==> config.mk <==
export PLATFORM = sky130hd
export DESIGN_NAME = rot_scan_ctrl
export DESIGN_NICKNAME = d
export VERILOG_FILES = /design/src/rtl/rot_scan_ctrl.sv
export SDC_FILE = /design/constraint.sdc
export NUM_CORES = 1
export LEC_CHECK = 0
export CAP_MARGIN = 0
export CELL_PAD_IN_SITES_DETAIL_PLACEMENT = 0
export CELL_PAD_IN_SITES_GLOBAL_PLACEMENT = 1
export CORE_AREA = 4 4 82 84
export DETAILED_ROUTE_END_ITERATION = 10
export DIE_AREA = 0 0 86 88
export GPL_ROUTABILITY_DRIVEN = 0
export PLACE_DENSITY_LB_ADDON = 0.1
export SYNTH_ARGS = -nofsm -noshare
export SYNTH_HDL_FRONTEND = slang
export SYNTH_SLANG_ARGS = --single-unit
==> constraint.sdc <==
create_clock -name clk -period 5.25 [get_ports clk]
set_input_delay 1.05 -clock clk [delete_from_list [all_inputs] [get_ports clk]]
set_output_delay 1.05 -clock clk [all_outputs]
set_load 0.02 [all_outputs]
==> src/rtl/rot_scan_ctrl.sv <==
// -----------------------------------------------------------------------------
// rot_scan_ctrl
//   Sequencer for the 16-bit case-based rotators. It holds a pattern and
//   steps the rotate amount at a programmable tick rate, so the rotator
//   output scrolls across a display (LED banner, 7-segment marquee).
//   It supports start, pause, stop and single-step control. It also latches
//   a direction bit, which tells downstream whether to use the left or the
//   right rotator output.
//
// Parameters
//   TICK_DIV  clk cycles per automatic step while running (1 .. 2^32-1)
//
// Ports
//   clk      in   system clock, rising edge
//   reset    in   synchronous active-high reset
//   load     in   pulse: capture din, clear amt and tick counter, latch dir
//   din      in   [15:0] pattern to rotate
//   start    in   pulse: IDLE->RUN or PAUSE->RUN, latches dir
//   stop     in   pulse: RUN->PAUSE, PAUSE->IDLE (clears amt and counter)
//   step     in   pulse: amt+1, only in IDLE or PAUSE
//   dir      in   1 = left rotate, 0 = right rotate
//   a        out  [15:0] registered pattern to the rotator data input
//   amt      out  [3:0]  registered rotate amount
//   left     out  latched direction
//   running  out  high while in RUN
//   wrap     out  one-cycle pulse when amt advances from 15 to 0
// -----------------------------------------------------------------------------
module rot_scan_ctrl #(
   parameter int unsigned TICK_DIV = 50_000_000
) (
   input  logic        clk,
   input  logic        reset,
   input  logic        load,
   input  logic [15:0] din,
   input  logic        start,
   input  logic        stop,
   input  logic        step,
   input  logic        dir,
   output logic [15:0] a,
   output logic [3:0]  amt,
   output logic        left,
   output logic        running,
   output logic        wrap
);

   typedef enum logic [1:0] {
      S_IDLE  = 2'd0,
      S_RUN   = 2'd1,
      S_PAUSE = 2'd2
   } state_t;

   localparam logic [31:0] TICK_LAST = 32'(TICK_DIV - 1);

   state_t      state_q, state_d;
   logic [15:0] a_q, a_d;
   logic [3:0]  amt_q, amt_d;
   logic [31:0] cnt_q, cnt_d;
   logic        left_q, left_d;
   logic        running_q, running_d;
   logic        wrap_q, wrap_d;
   logic        adv;
   logic        clr;

   always_comb begin
      state_d = state_q;
      a_d     = a_q;
      amt_d   = amt_q;
      cnt_d   = cnt_q;
      left_d  = left_q;
      wrap_d  = 1'b0;
      adv     = 1'b0;
      clr     = 1'b0;

      case (state_q)
         S_IDLE: begin
            // Stop wins over start, so a simultaneous pair leaves us idle.
            if (start && !stop) begin
               state_d = S_RUN;
               left_d  = dir;
            end
            if (step) adv = 1'b1;
         end
         S_RUN: begin
            // The counter runs in every RUN cycle, including the one in
            // which stop is sampled. start and step are ignored here.
            if (cnt_q == TICK_LAST) begin
               cnt_d = '0;
               adv   = 1'b1;
            end else begin
               cnt_d = cnt_q + 32'd1;
            end
            if (stop) state_d = S_PAUSE;
         end
         S_PAUSE: begin
            // The counter holds, so a resumed RUN finishes the current tick.
            if (stop) begin
               state_d = S_IDLE;
               clr     = 1'b1;
            end else begin
               if (start) begin
                  state_d = S_RUN;
                  left_d  = dir;
               end
               if (step) adv = 1'b1;
            end
         end
         default: state_d = S_IDLE;
      endcase

      if (adv) begin
         amt_d  = amt_q + 4'd1;
         wrap_d = (amt_q == 4'd15);
      end

      if (clr) begin
         amt_d  = '0;
         cnt_d  = '0;
         wrap_d = 1'b0;
      end

      // load overrides any advance, including a same-cycle step. The state
      // transition chosen above still applies.
      if (load) begin
         a_d    = din;
         amt_d  = '0;
         cnt_d  = '0;
         wrap_d = 1'b0;
         left_d = dir;
      end

      running_d = (state_d == S_RUN);
   end

   always_ff @(posedge clk) begin
      if (reset) begin
         state_q   <= S_IDLE;
         a_q       <= '0;
         amt_q     <= '0;
         cnt_q     <= '0;
         left_q    <= 1'b0;
         running_q <= 1'b0;
         wrap_q    <= 1'b0;
      end else begin
         state_q   <= state_d;
         a_q       <= a_d;
         amt_q     <= amt_d;
         cnt_q     <= cnt_d;
         left_q    <= left_d;
         running_q <= running_d;
         wrap_q    <= wrap_d;
      end
   end

   assign a       = a_q;
   assign amt     = amt_q;
   assign left    = left_q;
   assign running = running_q;
   assign wrap    = wrap_q;

endmodule
; Word-level counts from Yosys, hierarchy flattened
; Index checks and enable logic that the tools add are counted.
[totals]
n_memories = 0
romBits = 0
output_inout_bits = 23
mem_bits_rw = 0
reg_bits = 57
elab_cells = 42
latch_bits = 0
[classes]
muxes = 17
n_bitwise = 1
order_cmp = 0
n_div = 0
n_addsub = 2
eq_ne = 8
shifts = 0
reduce_logical = 7
mul = 0
[op_table]
columns = cell, n
row1 = "32-bit by 1-bit adder with 32-bit output, second input constant", 1
row2 = "32-bit by 26-bit == test with 1-bit output, second input constant", 1
row3 = 32-bit two-way mux, 1
row4 = 1-bit two-way mux, 9
row5 = "3-bit != test, second input constant", 3
row6 = 2-bit two-way mux, 4
row7 = 2-bit case mux with 3 select lines, 1
row8 = "4-bit by 1-bit adder with 4-bit output, second input constant", 1
row9 = "2-bit by 1-bit == test with 1-bit output, second input constant", 2
row10 = "4-bit == test, second input constant", 1
row11 = 4-bit AND reduction, 1
row12 = 4-bit OR reduction, 1
row13 = 1-bit case mux with 3 select lines, 1
row14 = 3-bit nonzero test, 1
row15 = 3-bit OR reduction, 1
row16 = "2-bit == test, second input constant", 1
row17 = 2-bit logical NOT, 1
row18 = 1-bit case mux with 2 select lines, 1
row19 = 1-bit logical AND, 1
row20 = 1-bit logical NOT, 1
row21 = 1-bit inverter, 1

; Logic depth before layout (Yosys ltp)
; Gate-level depths: netlist of run 1.
[depth]
depth_word = 5
depth_mapped = 7
depth_no_buf = 6

; Worst setup path after synthesis of run 1
; No wires, ideal clock.
[synth_timing]
kind = input port to flip-flop
start = input load
end = register a_q[0] (netlist: a[0])
setup_slack_ns = 2.968
stages = 4
setup_time_ns = 0.128
required_ns = 5.122
t_arrival_ns = 2.154
cell_sequence = clkbuf_1 clkbuf_1 mux2i_1 nor2_1
[synth_rtl]
columns = item, line_no
row1 = from (decl), 33  ; input logic load,
row2 = to (signal assigned), 137  ; a_q <= '0;
row3 = to (signal assigned), 145  ; a_q <= a_d;
row4 = to (decl), 55  ; logic [15:0] a_q, a_d;

; Worst setup path after layout of run 1
[layout_timing]
start = input load
end = register cnt_q[14]
[layout_between]
elab_chain_cells = 1
[layout_rtl]
columns = item, line_no
row1 = 3-bit OR reduction (no source line), -
row2 = to (signal assigned), 147  ; cnt_q <= cnt_d;
row3 = to (decl), 57  ; logic [31:0] cnt_q, cnt_d;
; No other way between the ends.
; A chain may end at the register's enable or synchronous reset.

==> summary.txt, run 1 <==
CTS
  • CTS tree: yes
  • PostCTS Resize Cnt: 0
  • Num Clock Sinks: 57
  • TritonCTS Buffers: 9
  • Setup Fix Bufs, Post-CTS: 0
  • Root buf cell: clkbuf_8
  • Clk_lat worst skew: 320 ps
  • Hold-fix buffers at CTS: 0
  • Clk slew on worst S/H paths: 60 ps
  • CTS max path bufs: 2
  • H-tree Lvls: 3

STA
  • Slew HR: 0.327
  • Unrepaired setup endpoints after global routing: no
  • Tcrit/Tclk final: 0.544
  • Setup TNS Final: 0 ps
  • Final min period: 2850 ps
  • Least-Margin Pin Slew: 1010 ps
  • Highest Clock Rate: 350 MHz
  • Final setup fails: 0
  • Fin. max-slew vios: 0
  • Fin. Hold Viols: 0
  • Clk_skew: 4.95 ps

Floorplanning
  • Core Area: 5920 µm²
  • I/O pin cnt: 46
  • Rows: 28
  • Die W: 86 µm
  • Die area: 7570 µm²
  • Die H: 88 µm
  • Initial Utilization: 0.420

Critical path
  • Most frequent CP cell: nor2_1
  • Crit path from: load
  • R2R cell count: 7
  • Data arrival, critical path: 3050 ps
  • Worst path bufs/invs: 2
  • Reg-to-reg startpoint: cnt_q[0]
  • Ordered list of cells on the worst path: clkdlybuf4s50_1 -> nor2_1 -> o21a_1 -> nand2b_1 -> buf_4 -> nor2_1
  • Crit. End Element: flip-flop
  • Worst path slowest cell: clkdlybuf4s50_1
  • Crit-path max cell delay: 1140 ps
  • CP delay by family, top: buffers and inverters
  • Crit Path Class: input port to flip-flop
  • Crit start category: input port
  • WP data required: 5450 ps
  • CP Depth: 6
  • Worst-path maximum fanout: 30

Finish
  • Area Overhead vs Synth: 26.4%
  • Nets: 346
  • Most frequent cells in the layout: nor2_1 (59), dfxtp_1 (57), clkdlybuf4s50_1 (45), mux2i_1 (20)
  • Most common cell after layout, fill and taps aside: nor2_1
  • Share of cells above drive strength 1: 0.0585
  • Non-filler cells, final: 400
  • N_diodes: 0

Global routing
  • Global Route Usage Sum: 0.148
  • Pin count of the biggest net entering global routing: 31
  • Vias in the first global route: 1948
  • Global-route wire length before repair: 8870 µm
  • Gr ovfl total: 0
  • Initial antenna violation count: 0

Job
  • Maxcap violations: 0

Routing
  • DRT Pass-1 Iters: 4
  • DRC Markers: 0
  • WL per Instance: 13.0 µm
  • Via Count: 1969
  • Detail Route Antenna Nets: 0
  • Final wirelength: 5200 µm
  • Vias per Instance: 4.92
  • Iteration-0 DRC Markers: 72

Logic synthesis
  • Top_reg_cell synth: dfxtp_1
  • Synth warn: 0
  • Sequential fraction of the synthesis area: 0.459
  • Synthesized area per cell: 9.04 µm²
  • Synth top area share: 0.459
  • Syn Nets: 300
  • Synth unique cells: 38
  • Synth Cell Area: 2480 µm²
  • Cells after Synth: 275
  • Post-synth EDFFs: 0
  • Cell accounting for the most synthesized area: dfxtp_1
  • Count of state elements after synthesis: 57
  • Synth async-reset ratio: 0
  • Synth area leaders: dfxtp_1 (46%), nor2_1 (8.9%), mux2i_1 (8.1%), xnor2_1 (5.6%), xor2_1 (4.6%)

Placement
  • Final HPWL DP: 3680 µm
  • # port buffers: 45
  • Cells after DPL: 385

Power
  • Pleak: 1.15 nW
  • VDD IR max: 0.178 mV
  • Power per standard cell area: 274 nW/µm²

Hold path
  • Hold/Removal Path Class: flip-flop to flip-flop
  • Hold depth: 2
  • Hold Startpoint: amt[3]

Status
  • Status: completed
## path summary, 6_finish.rpt
| kind | end | slack [ps] |
|---|---|---|
| max | cnt_q[14] | 2400 |
| min | wrap | 470 |
| max reg2reg | cnt_q[14] | 3020 |
| min reg2reg | wrap | 470 |
## synth_stat cells, types with 2 or more instances
library cell   n
nor2_1        59
dfxtp_1       57
mux2i_1       20
nand2_1       16
xnor2_1       16
nand3_1       14
xor2_1        13
nand4_1        8
nor3_1         7
and3_1         6
buf_2          6
nor4_1         6
inv_1          5
a21oi_1        4
and4_1         4
clkbuf_1       4
o21ai_0        3
a2111oi_0      2
and2_1         2
ha_1           2
nand2b_1       2
o21a_1         2
or4_1          2
## cells by family after synthesis
| logic type | count (synthesis) | synth area share |
|---|---|---|
| and+or+nand+nor | 136 | 0.278 |
| muxes | 21 | 0.0851 |
| buffers and inverters | 17 | 0.0317 |
| adders and majority gates | 2 | 0.0101 |
| AOI/OAI and AO/OA | 13 | 0.0337 |
| xor gates and xnor gates | 29 | 0.102 |
| DFF | 57 | 0.459 |
## worst register-to-register path, stage by stage, from the launching register on
cell      delay [ps]
dfxtp_1          370
ha_1             240
and4b_2          260
nand3_1          110
nor4_2           550
nand2b_1         170
buf_4            310
nor2_1           100
## per-layer routing
metal | up-vias | routed length, µm | global-route usage
li1 | 1037 | - | -
met1 | 888 | 2560 | 0.190
met2 | 36 | 2330 | 0.221
met3 | 8 | 239 | 0.0452
met4 | 0 | 68 | 0.0835
met5 | - | 0 | 0
## state kept, by name (all words and copies together), names as in the netlist
register	flops
wrap	1
a	16
running	1
amt	4
left	1
state_q	2
cnt_q	32
## metrics by stage
step / hold slack (ps) / util / instance area, µm² / setup WS (ps) / power [mW]
detailed placement: 465 / 0.504 / 2980 / 2030 / 0.534
CTS: 477 / 0.530 / 3140 / 2370 / 0.877
finish: 471 / 0.530 / 3140 / 2400 / 0.862
global route: 516 / 0.530 / 3140 / 2230 / 0.903
global placement: 473 / 0.504 / 2980 / 2070 / 0.534
floorplan: 452 / - / 2480 / 2970 / 0.495
## power breakdown
group | internal, mW | switching, mW | total, mW
Combinational | 0.0403 | 0.0353 | 0.0756
Clock | 0.183 | 0.156 | 0.338
Sequential | 0.442 | 0.00594 | 0.448
## final cells by class
| type | instances | area, µm² |
|---|---|---|
| sequential | 57 | 1140 |
| timing repair buffer | 47 | 465 |
| multi-input combinational | 201 | 1260 |
| clock buffer | 15 | 156 |
| inverter | 5 | 18.8 |
| tap | 75 | 93.8 |
| fill | 580 | 2780 |
Power figures use the tool's default switching activity.
==> run 2, diff against run 1 <==
- CORE_AREA: 4 4 82 84 -> 4 4 85 87
- DIE_AREA: 0 0 86 88 -> 0 0 89 91
- clock period: 5.25 -> 2.8 ns (I/O delays scaled with it)
==> summary.txt, run 2 (same netlist as run 1, synthesis figures left out) <==
Status
  • Status: completed

Power
  • Pleak: 1.16 nW (+1.4%)
  • VDD IR max: 0.284 mV (+60%)
  • Power per standard cell area: 508 nW/µm² (+85%)

Finish
  • Max reg flops: 32 (unchanged)
  • Area Overhead vs Synth: 27.0%
  • Top reg by flops: cnt_q
  • Non-filler cells, final: 405 (+1.3%)
  • Core Util, Final: 0.497 (-0.0333)
  • Share of cells above drive strength 1: 0.0732 (+0.0147)
  • Most common cell after layout, fill and taps aside: nor2_1
  • Most frequent cells in the layout: nor2_1 (59), dfxtp_1 (57), clkdlybuf4s50_1 (45), mux2i_1 (20)
  • Fin area: 3160 µm² (+0.52%)
  • N_diodes: 0 (unchanged)
  • Nets: 348 (+0.58%)

Critical path
  • Reg-to-reg startpoint: cnt_q[0]
  • WP data required: 3060 ps (-2390 ps)
  • Reg2reg end: cnt_q[30]
  • CP endpoint: cnt_q[30]
  • Crit Path Class: flip-flop to flip-flop
  • Worst-path maximum fanout: 6 (-80%)
  • Crit path from: cnt_q[0]
  • R2R cell count: 6 (-1)
  • Data arrival, critical path: 2430 ps (-620 ps)
  • Crit start category: flip-flop
  • Worst reg-to-reg setup slack: 630 ps (-2390 ps)
  • Crit. End Element: flip-flop

STA
  • Fin. max-slew vios: 0 (unchanged)
  • Unrepaired setup endpoints after global routing: no
  • Highest Clock Rate: 461 MHz
  • Tcrit/Tclk final: 0.774
  • Clk_skew: 8.24 ps (+3.29 ps)
  • Slew HR: 0.653 (+0.326)
  • Final worst setup slack: 632 ps (-1770 ps)
  • Setup TNS Final: 0 ps (unchanged)
  • Final min period: 2170 ps
  • Final setup fails: 0 (unchanged)
  • Least-Margin Pin Slew: 515 ps (-490 ps)
  • Fin. Hold Viols: 0 (unchanged)

CTS
  • Clk slew on worst S/H paths: 70 ps (about the same)
  • Num Clock Sinks: 57 (unchanged)
  • PostCTS Resize Cnt: 0 (unchanged)
  • H-tree Lvls: 3 (unchanged)
  • Hold-fix buffers at CTS: 0 (unchanged)
  • CTS tree: yes
  • CTS max path bufs: 2 (unchanged)
  • Clk_lat worst skew: 320 ps (about the same)
  • Root buf cell: clkbuf_8
  • Setup Fix Bufs, Post-CTS: 0 (unchanged)
  • TritonCTS Buffers: 9 (unchanged)

Floorplanning
  • Core Area: 6350 µm² (+7.2%)
  • Rows: 29 (+3.6%)
  • Die H: 91 µm (+3.4%)
  • Die W: 89 µm (+3.5%)
  • I/O pin cnt: 46 (unchanged)
  • Initial Utilization: 0.391 (-0.0284)
  • Die area: 8100 µm² (+7.0%)

Placement
  • Final HPWL DP: 3760 µm (+2.2%)
  • # port buffers: 45 (unchanged)
  • Place WS: 591 ps (-1440 ps)
  • Cells after DPL: 389 (+1.0%)
  • Placed cell area: 3000 µm² (+0.59%)

Routing
  • Vias per Instance: 4.88 (-0.93%)
  • DRC Markers: 0 (unchanged)
  • DRT Pass-1 Iters: 4 (unchanged)
  • Final wirelength: 5240 µm (+0.75%)
  • Iteration-0 DRC Markers: 47 (-35%)
  • Via Count: 1975 (+0.30%)
  • Detail Route Antenna Nets: 0 (unchanged)
  • WL per Instance: 12.9 µm (-0.49%)

Global routing
  • Global Route Usage Sum: 0.144 (-0.00382)
  • Gr ovfl total: 0 (unchanged)
  • Pin count of the biggest net entering global routing: 31 (unchanged)
  • Global-route wire length before repair: 9200 µm (+3.7%)
  • Initial antenna violation count: 0 (unchanged)
  • Vias in the first global route: 1981 (+1.7%)

Job
  • Maxcap violations: 0 (unchanged)

Hold path
  • Hold/Removal Path Class: flip-flop to flip-flop
[run 2: cell types whose count changed in the layout (fill, tap and decap cells not counted)]
cell / before / now
buf_4: 2 / 4
clkbuf_1: 5 / 3
clkbuf_8: 10 / 9
clkinv_2: 0 / 4
[run 2: metal layers]
metal	up-vias	routed length [µm]	share of wire	track usage
met5	-	0	0	0
met4	0	97	0.019	0.0707
li1	1046	-	-	-
met3	9	231	0.044	0.0335
met2	32	2350	0.45	0.207
met1	888	2570	0.49	0.201
[run 2: metrics by stage]
stage / power, mW / hold slack, ps
floorplan: 0.928 / 452
global placement: 1.00 / 471
detailed placement: 1.00 / 475
CTS: 1.64 / 491
global route: 1.70 / 524
finish: 1.60 / 488
[run 2: worst max-delay path, stage by stage (launching register included)]
cell and delay (ps):
dfxtp_1 360, ha_1 230, nand4b_4 140, or4_1 660, or2_0 260, or3_1 300, a21oi_1 140
[run 2: worst min-delay path by stage]
| stage | startpoint | to | slack (ps) | cells after the start |
|---|---|---|---|---|
| floorplan | cnt_q[31] | cnt_q[31] | 450 | 2 |
| global placement | a[3] | a[3] | 470 | 2 |
| detailed placement | amt[3] | wrap | 480 | 2 |
| CTS | cnt_q[31] | cnt_q[31] | 490 | 2 |
| global route | cnt_q[31] | cnt_q[31] | 520 | 2 |
| finish | amt[3] | wrap | 490 | 2 |
[run 2: power by group]
part / internal [mW] / switching, mW
registers: 0.829 / 0.0111
logic: 0.0766 / 0.0657
clock network: 0.315 / 0.306
total: 1.22 / 0.383
[run 2: cell type report]
type | instances | area (µm²)
inverters | 5 | 18.8
flip-flops and latches | 57 | 1140
clock inverters | 4 | 20.0
clock buffers | 12 | 135
multi-input cells | 201 | 1260
well taps | 77 | 96.3
repair buffers | 49 | 480
fillers | 614 | 3190
